$ cat src/rtl/mem_arbiter.sv
// Round-robin arbiter for the shared data-memory port. Grants are registered.
// Only the current owner's live request opens the memory-side strobes.
module mem_arbiter #(
  parameter int NUM_M     = 3,
  parameter int MAX_BURST = 16
) (
  input  logic                clk,
  input  logic                rst_n,
  input  logic [NUM_M-1:0]    m_req_i,
  input  logic [NUM_M-1:0]    m_we_i,
  input  logic [NUM_M*32-1:0] m_addr_i,
  input  logic [NUM_M*32-1:0] m_wdata_i,
  output logic [NUM_M-1:0]    m_gnt_o,
  output logic [31:0]         m_rdata_o,
  output logic                s_we_o,
  output logic [31:0]         s_waddr_o,
  output logic [31:0]         s_wdata_o,
  output logic [31:0]         s_raddr_o,
  input  logic [31:0]         s_rdata_i,
  output logic                hold_o
);

  localparam int IW = (NUM_M > 1) ? $clog2(NUM_M) : 1;

  typedef enum logic {IDLE, OWN} state_t;

  state_t        state, state_n;
  logic [IW-1:0] owner, owner_n;
  logic [IW-1:0] last, last_n;
  logic [IW-1:0] winner;
  logic [8:0]    burst_cnt, burst_cnt_n;
  logic          win_found;
  logic          any_req;
  logic          others_req;
  logic          burst_full;
  logic          xfer;

  // The most recent owner is scanned last, so it has the lowest priority.
  always_comb begin
    win_found = 1'b0;
    winner    = '0;
    for (int k = 1; k <= NUM_M; k++) begin
      if (!win_found && m_req_i[(int'(last) + k) % NUM_M]) begin
        win_found = 1'b1;
        winner    = IW'((int'(last) + k) % NUM_M);
      end
    end
  end

  assign any_req    = |m_req_i;
  assign others_req = |(m_req_i & ~m_gnt_o);
  assign burst_full = (burst_cnt == 9'(MAX_BURST));

  always_comb begin
    state_n     = state;
    owner_n     = owner;
    last_n      = last;
    burst_cnt_n = burst_cnt;
    unique case (state)
      IDLE: begin
        if (any_req) begin
          state_n     = OWN;
          owner_n     = winner;
          last_n      = winner;
          burst_cnt_n = 9'd1;
        end
      end
      OWN: begin
        if (!m_req_i[owner]) begin
          if (win_found) begin
            owner_n     = winner;
            last_n      = winner;
            burst_cnt_n = 9'd1;
          end else begin
            state_n = IDLE;
          end
        end else if (burst_full && others_req) begin
          owner_n     = winner;
          last_n      = winner;
          burst_cnt_n = 9'd1;
        end else if (!burst_full) begin
          burst_cnt_n = burst_cnt + 9'd1;
        end
      end
      default: state_n = IDLE;
    endcase
  end

  // Reset puts last at the top index so master 0 wins the first arbitration.
  always_ff @(posedge clk) begin
    if (!rst_n) begin
      state     <= IDLE;
      owner     <= '0;
      last      <= IW'(NUM_M - 1);
      burst_cnt <= '0;
    end else begin
      state     <= state_n;
      owner     <= owner_n;
      last      <= last_n;
      burst_cnt <= burst_cnt_n;
    end
  end

  assign m_gnt_o = (state == OWN) ? (NUM_M'(1) << owner) : '0;
  assign xfer    = (state == OWN) && m_req_i[owner];

  assign s_we_o    = xfer && m_we_i[owner];
  assign s_waddr_o = xfer ? m_addr_i[32*int'(owner) +: 32] : 32'd0;
  assign s_raddr_o = xfer ? m_addr_i[32*int'(owner) +: 32] : 32'd0;
  assign s_wdata_o = xfer ? m_wdata_i[32*int'(owner) +: 32] : 32'd0;
  assign m_rdata_o = s_rdata_i;
  assign hold_o    = m_req_i[0] & ~m_gnt_o[0];

endmodule

$ cat config.mk
export PLATFORM = sky130hd
export DESIGN_NAME = mem_arbiter
export DESIGN_NICKNAME = d
export VERILOG_FILES = /design/src/rtl/mem_arbiter.sv
export SDC_FILE = /design/constraint.sdc
export NUM_CORES = 1
export LEC_CHECK = 0
export ABC_AREA = 0
export CORE_AREA = 2 2 143 145
export DETAILED_ROUTE_END_ITERATION = 6
export DIE_AREA = 0 0 145 147
export HOLD_SLACK_MARGIN = 0.1
export PLACE_DENSITY = 0.51
export SYNTH_ARGS = -nofsm -noshare
export SYNTH_HDL_FRONTEND = slang
export SYNTH_SLANG_ARGS = --single-unit
$ cat constraint.sdc
create_clock -name clk -period 7.35 [get_ports clk]
set_clock_uncertainty 0.05 [all_clocks]
set_input_delay 2.205 -clock clk [delete_from_list [all_inputs] [get_ports clk]]
set_output_delay 2.205 -clock clk [all_outputs]
set_load 0.005 [all_outputs]
==> flow_summary.toml <==
[outcome]
status = "completed"

[drt]
drt_iter0_markers = 188
routedWlPerCell_um = 15.6
drcViolationCount = 0
drt.antenna.violating_nets = 0
drt_wl_total_mm = 15.0
vias = 4014
viasPerCell = 4.19
first_pass_iters = 5

[synthesis]
netlist_area_um2 = 3050
yosysTopAreaCellShare = 0.230
synthDistinctLibCells = 44
muxShareOfSynthArea = 0.230
async_flop_share = 0
avgSynthCellArea_um2 = 6.37
synth-edff-count = 0
synthXorXnorAreaFrac = 0
seq_area_frac_synth = 0.0854
syn_inst = 479
synth.net_count = 716
synth_compound_area_frac = 0.203
ys.flop_type = "dfxtp_1"
ys_ff_latch = 13
synth_top_cell_by_area = "mux2i_1"
synthAdderAreaFrac = 0.0205
netlist_top_cells_area = "mux2i_1 (23%), nor2_1 (17%), buf_4 (16%)"
synthSimpleGateAreaFrac = 0.245
synth_top_family_by_area = "simple AND/OR/NAND/NOR gates"
ys.warnings.count = 0

[layout]
fin_nets = 927
design_area_um2 = 5900
drive_gt1_frac = 0.0203
syn2layout_area_growth_pct = 93.5
antenna_cells = 0
fillCellCount = 2182

[sta]
maxSlewViolCount = 0
tightest_slew_ps = 772
setup_viol = 0
tns_ps = 0
maxSlewHeadroom = 0.481
min_period_ps = 6790
fmax_mhz = 147
hold_viol = 0
grt_setup_unrepaired = "no"
finalCritPeriodShare = 0.924

[global_route]
grt_use_total = 0.131
grt_max_degree = 69
grt_first_pass_wirelength_mm = 22.2
grt_overflow = 0
antenna_found_initial = 0
grt_pass1_vias = 3916

[setup_path]
rr_worst_depth = 8
cp_slowest_cell = "clkdlybuf4s50_1"
path_delay_family = "buffers and inverters"
cp_num_buf_inv = 3
required_ps = 5100
reg2reg_slack_ps = 3630
endpoint = "s_waddr_o[28]"
cp_num_cells = 7
crit_path_cell_trace = "clkdlybuf4s50_1, mux2i_1, o2bb2ai_1, nand2_2, buf_12, nor2_1, clkdlybuf4s50_1"
startpoint_type = "input pin"
critPathMostFrequentCell = "clkdlybuf4s50_1"
cp_slowest_stage_delay_ps = 600
reg2reg_from = "owner[0]$_SDFFE_PN0P_"
r2r_end = "burst_cnt[0]$_SDFFE_PN0P_"
worstPathArrival_ps = 4540
endpoint_kind = "primary output"
path_class = "in -> out"
crit_path_start = "m_req_i[0]"
path_max_fanout = 65

[pwr]
pwr_density_cell_nw_per_um2 = 110
ir_worst_vdd_uv = 64.9
leakage_nw = 2.06
total_power_mw = 0.650

[clock_network]
cts_buffers = 3
cts_max_level = 1
ctsResizeCount = 0
worstSkewPairLatency_ps = 250
path_clk_slew_ps = 50
clock_sinks = 13
cts_tree = "done"
hold_buffers = 0
cts-root-buf = "clkbuf_16"
cts_setup_buffers = 0
clk_path_buf_depth = 2

[placement]
numPortBuffers = 300
gp_congestion = 0.795
dpl.hpwl_mm = 11.8
dpl_cell_area_um2 = 5820

[floorplan]
pin_count = 365
start_util = 0.154
die_x_um = 145
fp.coreArea_um2 = 19800
die_h_um = 147
num_rows = 52
dieArea_um2 = 21300

[hold_path]
hp-class = "reg -> reg"
worstHoldStart = "burst_cnt[1]$_SDFFE_PN0P_"

[job]
maxCapViolations = 0
## cell usage in the layout (no fill, tap or decap), types with 2 or more instances in the layout
cell             synthesis  final
nor2b_1                  4      3
nor2_1                 138    138
a311oi_1                 4      4
o22ai_1                  2      2
a21oi_1                 67     67
nand2b_1                 3      3
a22o_1                   2      2
clkbuf_16                0      3
inv_1                    8      8
ha_1                     5      5
nor3_1                   6      6
a31oi_1                  4      4
clkdlybuf4s50_1          0    300
o21a_1                   2      2
o21ai_0                 10     10
a41oi_1                  2      2
dfxtp_1                 13     11
nand2_1                 15     14
nand3_1                  5      5
mux2i_1                 70     70
buf_4                   65      3
## routing by layer
| layer | global-route usage | vias up | share of wire |
|---|---|---|---|
| met5 | 0 | - | 0 |
| met4 | 0.0396 | 0 | 0.028 |
| met3 | 0.0252 | 27 | 0.071 |
| met2 | 0.229 | 213 | 0.47 |
| met1 | 0.162 | 1776 | 0.43 |
| li1 | - | 1998 | - |
## worst min-delay path by stage
stage,end,cells after the start
2_1_floorplan,burst_cnt[1]$_SDFFE_PN0P_,2
4_1_cts,burst_cnt[1]$_SDFFE_PN0P_,2
5_1_grt,last[1]$_SDFFE_PN1P_,2
6_report,burst_cnt[1]$_SDFFE_PN0P_,2
3_3_place_gp,burst_cnt[1]$_SDFFE_PN0P_,2
3_5_place_dp,burst_cnt[1]$_SDFFE_PN0P_,2
## worst reg2reg max path: stages (launching register included)
cell and delay [ps]:
dfxtp_4 770, buf_4 660, inv_1 210, ha_1 340
a22o_1 260, a211o_1 320, a2111oi_4 560, a311oi_1 190
a31o_1 260
## metrics by stage
stage	setup WS [ps]	utilization	cells	hold slack [ps]
after global placement	636	0.293	955	472
after detailed placement	602	0.293	955	473
final	558	0.297	959	476
after CTS	599	0.297	959	480
after floorplan	1690	-	479	435
after global routing	432	0.297	959	512
## cell type report
cell class                 instances  area, µm²  share of cell area
clock buffer                       4       78.8              0.0134
timing repair buffer             304       3050               0.516
sequential                        13        265              0.0450
multi-input combinational        359       2140               0.362
tap                              270        338              0.0573
inverter                           9       33.8             0.00573
## synthesized netlist by cell type (all sizes together) (3+ instances only)
cell      n
ha        5
nand2    15
a311oi    5
nand3     5
buf      82
inv       8
o21ai    10
dfxtp    13
nor2b     4
clkbuf   16
nor2    139
a31oi     4
a21oi    67
mux2i    70
nor3      6
nand2b    3
## flip-flops by register name, summed over array words and instances, names as in the netlist
| name | count |
|---|---|
| last | 1 |
| burst_cnt | 9 |
| owner | 2 |
| state | 1 |
## report_power, final
part,internal (mW),total [mW],leakage [nW],switching [mW]
combinational,0.267,0.448,1.91,0.181
clock,0.0733,0.105,0.0382,0.0317
sequential,0.0754,0.0967,0.107,0.0214
total,0.415,0.650,2.06,0.235
## cell families (layout without fill, tap and decap cells)
logic type,after synthesis,count (layout)
AO/OA/AOI/OAI,103,103
buffers and inverters,107,317
adder cells (fa/ha/maj),5,5
flip-flops,13,13
multiplexers,70,70
AND/OR/NAND/NOR,181,181
No activity file was read; power rests on OpenSTA's default activity.
